`src/rtl/fw_coef_pkg.sv`:
```
// Shared constants and FSM encoding for the coefficient loader.
// Used by fw_coef_loader (optional parity port under FW_COEF_PARITY_EN) and fw_coef_unpack.
package fw_coef_pkg;

  localparam int unsigned COEF_W = 3;
  localparam int unsigned LANES  = 4;
  localparam int unsigned DIN_W  = COEF_W * LANES;

  typedef enum logic [1:0] {
    ST_IDLE,
    ST_LOAD,
    ST_DONE
  } state_e;

endpackage

```
`src/rtl/fw_coef_unpack.sv`:
```
// Splits a packed beat into per-lane write enables, addresses and data,
// clipping lanes that fall at or beyond NUM_COEF.
module fw_coef_unpack
  import fw_coef_pkg::*;
#(
  parameter int unsigned WIDTH_A  = 12,
  parameter int unsigned NUM_COEF = 40
) (
  input  logic [DIN_W-1:0]                i_data,
  input  logic [WIDTH_A-1:0]              i_load_cnt,
  output logic [LANES-1:0]                o_we,
  output logic [LANES-1:0][WIDTH_A-1:0]   o_addr,
  output logic [LANES-1:0][COEF_W-1:0]    o_data,
  output logic [WIDTH_A-1:0]              o_next_cnt,
  output logic                            o_last
);

  localparam logic [WIDTH_A:0] L_NUM = (WIDTH_A + 1)'(NUM_COEF);

  // One extra bit so load_cnt + k never wraps before the compare.
  logic [LANES-1:0][WIDTH_A:0] w_pos;
  logic [WIDTH_A:0]            w_end;

  always_comb begin
    for (int k = 0; k < LANES; k++) begin
      w_pos[k]  = {1'b0, i_load_cnt} + (WIDTH_A + 1)'(k);
      o_we[k]   = (w_pos[k] < L_NUM);
      o_addr[k] = w_pos[k][WIDTH_A-1:0];
      o_data[k] = i_data[k*COEF_W +: COEF_W];
    end
    w_end      = {1'b0, i_load_cnt} + (WIDTH_A + 1)'(LANES);
    o_last     = (w_end >= L_NUM);
    o_next_cnt = o_last ? L_NUM[WIDTH_A-1:0] : w_end[WIDTH_A-1:0];
  end

endmodule

```
`src/rtl/fw_coef_loader.sv`:
```
// Streams packed 3-bit coefficients into a register store with a ROM-compatible read port.
// Define FW_COEF_PARITY_EN to add a running XOR of the coefficients written in the current load.
module fw_coef_loader
  import fw_coef_pkg::*;
#(
  parameter int unsigned WIDTH_A  = 12,
  parameter int unsigned NUM_COEF = 40,
  parameter int unsigned LANES    = 4
) (
  input  logic                     clk,
  input  logic                     rst,
  input  logic                     start,
  input  logic                     in_valid,
  input  logic [COEF_W*LANES-1:0]  in_data,
  output logic                     in_ready,
  output logic                     busy,
  output logic                     done,
  output logic [WIDTH_A-1:0]       load_cnt,
  input  logic [WIDTH_A-1:0]       addr,
  output logic [COEF_W-1:0]        coef
`ifdef FW_COEF_PARITY_EN
  ,
  output logic [COEF_W-1:0]        parity
`endif
);

  state_e               r_state;
  logic                 r_ready;
  logic                 r_busy;
  logic                 r_done;
  logic [WIDTH_A-1:0]   r_cnt;
  logic [COEF_W-1:0]    r_store [NUM_COEF];

  logic [LANES-1:0]                w_we;
  logic [LANES-1:0][WIDTH_A-1:0]   w_addr;
  logic [LANES-1:0][COEF_W-1:0]    w_data;
  logic [WIDTH_A-1:0]              w_next_cnt;
  logic                            w_last;
  logic                            w_accept;
  logic [COEF_W-1:0]               w_coef;

  fw_coef_unpack #(
    .WIDTH_A  (WIDTH_A),
    .NUM_COEF (NUM_COEF)
  ) u_unpack (
    .i_data     (in_data),
    .i_load_cnt (r_cnt),
    .o_we       (w_we),
    .o_addr     (w_addr),
    .o_data     (w_data),
    .o_next_cnt (w_next_cnt),
    .o_last     (w_last)
  );

  // start wins over a handshake in the same cycle.
  assign w_accept = (r_state == ST_LOAD) && r_ready && in_valid && !start;

  always_ff @(posedge clk or posedge rst) begin
    if (rst) begin
      r_state <= ST_IDLE;
      r_ready <= 1'b0;
      r_busy  <= 1'b0;
      r_done  <= 1'b0;
      r_cnt   <= '0;
    end else begin
      unique case (r_state)
        ST_IDLE, ST_DONE: begin
          if (start) begin
            r_state <= ST_LOAD;
            r_ready <= 1'b1;
            r_busy  <= 1'b1;
            r_done  <= 1'b0;
            r_cnt   <= '0;
          end
        end
        ST_LOAD: begin
          if (start) begin
            r_cnt <= '0;
          end else if (w_accept) begin
            r_cnt <= w_next_cnt;
            if (w_last) begin
              r_state <= ST_DONE;
              r_ready <= 1'b0;
              r_busy  <= 1'b0;
              r_done  <= 1'b1;
            end
          end
        end
        default: begin
          r_state <= ST_IDLE;
          r_ready <= 1'b0;
          r_busy  <= 1'b0;
          r_done  <= 1'b0;
          r_cnt   <= '0;
        end
      endcase
    end
  end

  always_ff @(posedge clk or posedge rst) begin
    if (rst) begin
      for (int i = 0; i < NUM_COEF; i++) begin
        r_store[i] <= '0;
      end
    end else if (w_accept) begin
      for (int i = 0; i < NUM_COEF; i++) begin
        for (int k = 0; k < LANES; k++) begin
          if (w_we[k] && (w_addr[k] == WIDTH_A'(i))) begin
            r_store[i] <= w_data[k];
          end
        end
      end
    end
  end

  // Out-of-range addresses fall through to zero.
  always_comb begin
    w_coef = '0;
    for (int i = 0; i < NUM_COEF; i++) begin
      if (addr == WIDTH_A'(i)) begin
        w_coef = r_store[i];
      end
    end
  end

  assign in_ready = r_ready;
  assign busy     = r_busy;
  assign done     = r_done;
  assign load_cnt = r_cnt;
  assign coef     = w_coef;

`ifdef FW_COEF_PARITY_EN
  logic [COEF_W-1:0] r_parity;
  logic [COEF_W-1:0] w_beat_xor;

  always_comb begin
    w_beat_xor = '0;
    for (int k = 0; k < LANES; k++) begin
      if (w_we[k]) begin
        w_beat_xor = w_beat_xor ^ w_data[k];
      end
    end
  end

  always_ff @(posedge clk or posedge rst) begin
    if (rst) begin
      r_parity <= '0;
    end else if (start) begin
      r_parity <= '0;
    end else if (w_accept) begin
      r_parity <= r_parity ^ w_beat_xor;
    end
  end

  assign parity = r_parity;
`else
  // Parity tracking compiled out.
`endif

endmodule

```
`config.mk`:
```
export PLATFORM = sky130hd
export DESIGN_NAME = fw_coef_loader
export DESIGN_NICKNAME = d
export VERILOG_FILES = /design/src/rtl/fw_coef_pkg.sv /design/src/rtl/fw_coef_unpack.sv /design/src/rtl/fw_coef_loader.sv
export SDC_FILE = /design/constraint.sdc
export NUM_CORES = 1
export LEC_CHECK = 0
export BUFFER_PORTS_ARGS = -buffer_cell sky130_fd_sc_hd__buf_2
export CELL_PAD_IN_SITES_DETAIL_PLACEMENT = 0
export CELL_PAD_IN_SITES_GLOBAL_PLACEMENT = 2
export CORE_MARGIN = 2
export CORE_UTILIZATION = 35
export CTS_CLUSTER_SIZE = 20
export DETAILED_ROUTE_END_ITERATION = 7
export PLACE_DENSITY_LB_ADDON = 0.1
export SLEW_MARGIN = 20
export SYNTH_ARGS = -nofsm -noshare
export SYNTH_HDL_FRONTEND = slang
export SYNTH_SLANG_ARGS = --single-unit
```
`constraint.sdc`:
```
create_clock -name clk -period 7.2 [get_ports clk]
set_clock_uncertainty 0.15 [all_clocks]
set_input_delay 0.36 -clock clk [delete_from_list [all_inputs] [get_ports clk]]
set_output_delay 0.36 -clock clk [all_outputs]
set_load 0.01 [all_outputs]
```
; ---- After elaboration in Yosys (flattened, before gate mapping)
; Index checks and enable logic that the tools add are counted.
[totals]
regBits = 136
inputBits = 28
out_inout_bits = 18
wordCells = 728
[op_classes]
addsub = 4
n_lt_le_gt_ge = 5
eq_ne = 202
n_mux = 220
reduce_logical = 253
[ops]
columns = operator, n
row1 = "== test 12 x 5 -> 1 bit, second input constant", 80
row2 = 2-to-1 mux 3 bit, 200
row3 = "== test 12 x 4 -> 1 bit, second input constant", 40
row4 = "== test 12 x 6 -> 1 bit, second input constant", 40
row5 = "== test 12 x 3 -> 1 bit, second input constant", 20
row6 = logical AND 1 bit, 163
row7 = nonzero test 4 bit, 40
row8 = "== test 12 x 2 -> 1 bit, second input constant", 10
row9 = AND reduction 2 bit, 41
row10 = "== test 12 x 1 -> 1 bit, second input constant", 5
row11 = zero test 12 bit, 5
row12 = 2-to-1 mux 12 bit, 4
row13 = "< comparator 13 x 6 -> 1 bit, second input constant", 3
row14 = "adder 12 x 2 -> 13 bit, second input constant", 2
row15 = one-hot mux 12 bit (2 select lines), 1
row16 = "adder 12 x 1 -> 13 bit, second input constant", 1
row17 = "adder 12 x 3 -> 13 bit, second input constant", 1
row18 = ">= comparator 13 x 6 -> 1 bit, second input constant", 1
row19 = "< comparator 12 x 6 -> 1 bit, second input constant", 1
row20 = 2-to-1 mux 1 bit, 8
row21 = 2-to-1 mux 2 bit, 4
row22 = "!= test 2 bit, second input constant", 3
row23 = one-hot mux 1 bit (2 select lines), 2
row24 = one-hot mux 2 bit (2 select lines), 1
row25 = 8 further kinds, 8

; ---- Depth between registers and ports, before layout
[logic_depth]
depth_word = 41
mapped_depth = 10

; ---- By module
; A second synthesis with hierarchy kept.
[unflattened]
cells_unflattened = 1833
area_unflattened_um2 = 13633.1
[by_module_without_submodules]
columns = module, n_inst, cells_per_inst, area_per_inst_um2, seq_area_each_um2
row1 = fw_coef_loader, 1, 1635, 12230.5, 3378.2
row2 = fw_coef_unpack, 1, 198, 1402.6, 0.0

; ---- Worst setup path after synthesis
; Ideal clock, no wire load.
[synth_timing]
path_kind = input-to-output
start = input addr[9]
end = output coef[2]
arrival_time_ps = 2278
path_slack_ps = 4412
stages = 6
n_path_buf = 1
cell_sequence = or4_4 -> buf_6 -> or4_4 -> o221ai_2 -> a211oi_1 -> or4_1
[synth_via]
elab_chain_len = 41
elab_cells_between_ends = 80
classes_between = 39 x eq/ne / 40 x mux / 1 x reduce/logical
[synth_lines]
columns = element, line
row1 = from (decl), fw_coef_loader.sv:19  ; input logic [WIDTH_A-1:0] addr,
row2 = zero test 12 bit, fw_coef_loader.sv:120  ; if (addr == WIDTH_A'(i)) begin
row3 = 2-to-1 mux 3 bit (39 in series), fw_coef_loader.sv:120
row4 = 2-to-1 mux 3 bit *, fw_coef_loader.sv:120
row5 = to (decl), fw_coef_loader.sv:20  ; output logic [COEF_W-1:0] coef
; Mark *: on every way between the ends. The rest lies on a longest branch, timed or not.

; ---- Worst setup path after layout
[layout_timing]
start = input addr[2]
end = output coef[2]
; The elaborated chain is that of the path after synthesis.

==> out/qor_table.md <==
| Stage | Parameter | Value |
|---|---|---|
| global route | Met1 GRT Util | 0.2917 |
| critical path | Critical Path RT | 6.69 ns |
| hold path | Classification of the worst-slack hold path | in2reg |
| sta | Final cycle utilization of the critical path | 0.5594 |
| sta | Hold slack | 0.01821 ns |
| die | Die height | 144.2 um |
| die | Area of the placeable core | 19400 um2 |
| route | Total Wirelength | 20440 um |
| critical path | Delay of the slowest critical-path stage | 0.94 ns |
| global route | Met2 usage in global routing | 0.3271 |
| critical path | Signal arrival time at the worst endpoint | 3.52 ns |
| place | Count of port buffers added during placement | 43 |
| critical path | Worst r2r path cells | 4 |
| layout | Combined area of the multi-input logic cells | 3338 um2 |
| place | Worst slack at placement | 3.240 ns |
| logic synthesis | Multiplexer share of the synthesized area | 0.2505 |
| die | Placement Rows | 51 |
| critical path | Worst setup path category | in2out |
| layout | Sequential Area | 3328 um2 |
| logic synthesis | Adder and majority cell fraction of the synthesized area | 0.01091 |
| hold path | Hold Path Origin | start |
| die | Die Span X | 144.2 um |
| pwr | Pwr per Cell Area | 218.9 nW/um2 |
| route | Total via count after detailed routing | 4971 |
| global route | Largest net degree at the start of global routing | 76 |
| logic synthesis | Flip-flop cell with the highest count after synthesis | dfrtp_1 |
| critical path | CP startpoint kind | input pin |
| die | IO Count | 46 |
| die | Area of the die | 20790 um2 |
| clock tree | Htree depth | 4 |
| clock tree | Clock Root Buffer | clkbuf_16 |
| sta | Final critical-path required period | 4.028 ns |
| pwr | Static Leakage | 3.740 nW |
| route | Detail-routed via count per cell | 5.415 |
| logic synthesis | Main combinational cell family by area after synthesis | multiplexers |
| global route | M3 GR Usage | 0.04536 |
| critical path | Cell mode on critical path | buf_2 |
| route | Initial DRT Pass Iterations | 4 |
| sta | Max transition margin | 0.3145 |
| place | DP Cell Count | 885 |
| logic synthesis | Cell count after synthesis | 605 |
| logic synthesis | Avg Synthesized Cell Area | 11.37 um2 |
| global route | Combined global-route utilization of all metal layers | 0.2087 |
| layout | Share of final-layout standard cells stronger than drive strength 1 | 0.3476 |
| sta | Pin slew with the least headroom to its limit | 1.027 ns |
| hold path | Worst hold path cell count | 2 |
| logic synthesis | Sequential element share of the synthesized area | 0.4838 |
| logic synthesis | Synth area leaders | dfrtp_1 48%, mux2_2 20%, mux2i_1 2.6%, nor2_1 2.3%, mux4_2 2.3% |
| clock tree | Buffer depth of the longest clock path | 2 |
| route | Post-DRT Antenna Nets | 0 |
| place | RePlAce Congestion | 0.8671 |
| clock tree | Clock Sink Count | 133 |
| sta | Maximum achievable frequency | 0.2483 GHz |
| global route | Wire length of the first global-routing pass | 31690 um |
| logic synthesis | Distinct cells, synth | 60 |
| sta | Final number of max-transition violations | 0 |
| critical path | Crit Reg-Reg Startpoint | load_cnt[9] |
| layout | Diodes inserted | 0 |
| critical path | Crit path max fanout | 41 |
| layout | Layout Area Growth over Synthesis | 15.86% |
| logic synthesis | Seq cells post-synth | 133 |
| logic synthesis | Area fraction of the dominant cell type after synthesis | 0.4838 |
| logic synthesis | Largest area contributor in the netlist | dfrtp_1 |
| die | Initial Util | 0.3546 |
| sta | RSZ-0062 raised after global routing | no |
| logic synthesis | Syn. warnings | 0 |
| sta | Fin worst setup slack | 3.172 ns |
| logic synthesis | Area fraction in compound gates after synthesis | 0.1137 |
| sta | Final Setup Violations | 0 |
| sta | Final hold vios | 0 |
| logic synthesis | Cell Area, Synth | 6879 um2 |
| critical path | Category of the worst setup path capture point | output port |
| route | Count of unresolved DRC violations after routing | 0 |
| route | Mean routed wirelength per cell | 22.26 um |
| layout | Post-Layout Cell Count | 918 |
| layout | Commonest non-fill, non-tap cells in the layout | 133 x dfrtp_1, 123 x mux2_2, 44 x buf_2 |
| pwr | Worst voltage drop across the vdd grid | 0.0001610 V |
| critical path | Slack of the worst reg-to-reg path | 4.28 ns |
| global route | Initial antenna violation count | 0 |
| logic synthesis | Basic-gate share of the synthesized area counting and, or, nand and nor cells | 0.1033 |
| clock tree | Clock tree from TritonCTS | done |
| clock tree | Clock-pin transition on the worst setup and hold timing paths | 0.06 ns |
| logic synthesis | Post-synthesis async set-or-reset flop share | 1.000 |
| critical path | Crit path cell chain | buf_2, inv_1, nor3_1, a31oi_1, a21oi_1, a2111oi_0, or4_1, buf_2 |
| clock tree | Resized cells post-CTS | 0 |
| global route | Number of global-route vias before repair | 5166 |
| logic synthesis | EDFF count, synth | 0 |
| layout | Final net count | 674 |
| run | Number of max-capacitance violations reported | 0 |
| layout | Most common cell after layout, fill and taps aside | dfrtp_1 |
| logic synthesis | Share of the synthesized netlist area taken by xor and xnor gates | 0.002546 |
| critical path | Slowest library cell on the worst path | nor3_1 |
| clock tree | Clock latency reported for the late side of the worst-skew pair | 0.42 ns |
| global route | Total gr overflow | 0 |
| place | Detailed placer's ending HPWL | 13720 um |
| outcome | Run status | completed |
| critical path | End of the worst register-to-register path | r_store[71] |
| global route | Most Crowded Layer GR | met2 |
| hold path | Hold endpoint | load_cnt[9] |
| clock tree | Number of buffers added by the clock tree synthesis step | 17 |
| layout | Filler instances | 1908 |
| route | Drt first-iter violations | 308 |
| sta | Post-Route Setup TNS | 0 ns |
==> synthesized netlist by cell type, drive strengths merged, types with 3 or more instances <==
cell type	number
dfrtp	133
mux2	123
nor2	44
o21ai	31
a21oi	30
nand2	30
buf	23
mux2i	18
clkbuf	17
inv	13
nand3	12
nor3	12
nor2b	10
a211oi	7
mux4	7
nand2b	7
and2	6
ha	6
a221oi	5
nand4	5
nor4	5
o32ai	5
or4	5
a21o	4
a22oi	3
a31oi	3
o211ai	3
o22ai	3
o31ai	3
==> worst max-delay path by stage <==
stage            start      end  cells after the start
6_report       addr[2]  coef[2]                      8
5_1_grt        addr[2]  coef[2]                      8
4_1_cts        addr[2]  coef[2]                      8
3_5_place_dp   addr[2]  coef[2]                      8
3_3_place_gp   addr[2]  coef[2]                      8
2_1_floorplan      rst     busy                      1
==> per-layer routing <==
metal  vias to the layer above  part of all wire
li1                       2293                 -
met1                      2551              0.47
met2                       108              0.46
met3                        19             0.048
met4                         0             0.017
met5                         -                 0
==> worst max-delay path: cells and delay by family <==
kind	cells	cell delay, ns
compound gates	3	0.42
buf+inv	3	1.34
simple gates	2	1.37
==> registers in the layout, summed over array words and instances (netlist names) <==
| register | cells |
|---|---|
| r_store | 120 |
| load_cnt | 10 |
| r_state | 2 |
| busy | 1 |
==> report_power, final <==
group / switching (W) / leakage (nW) / total, W / internal (W)
registers: 0.0000000000000000000252 / 1.84 / 0.000747 / 0.000747
logic: 0.0000698 / 1.61 / 0.0000903 / 0.0000205
clock network: 0.000380 / 0.292 / 0.000907 / 0.000527
==> kinds of logic (layout without fill, tap and decap cells) <==
kind of cell | count (synthesis) | after routing
flops | 133 | 133
other cells | 1 | 2
fa+ha+maj | 6 | 6
buf+inv | 53 | 100
mux | 148 | 148
compound gates | 119 | 119
xor+xnor | 2 | 2
simple gates | 143 | 143
==> cell type report <==
class,instances,share of cell area
clock buffer,17,0.05338
timing repair buffer,55,0.03830
clock inverter,15,0.02355
inverter,13,0.006750
sequential,133,0.4176
tap,265,0.04160
multi-input combinational,420,0.4188
==> per-stage QoR <==
step / power [W] / instance area (um2) / utilization
floorplan: 0.0008115 / 6883 / -
global placement: 0.0008513 / 7327 / 0.3777
detailed placement: 0.0008518 / 7338 / 0.3783
CTS: 0.001761 / 7961 / 0.4104
global route: 0.001805 / 7970 / 0.4109
finish: 0.001745 / 7970 / 0.4109
==> what timing repair did <==
item                                   CTS  global route
setup buffers                            0             0
endpoints found under the hold margin   58             0
setup endpoints to repair                0             0
hold buffers                             1             0
(Power assumes the default switching activity.)
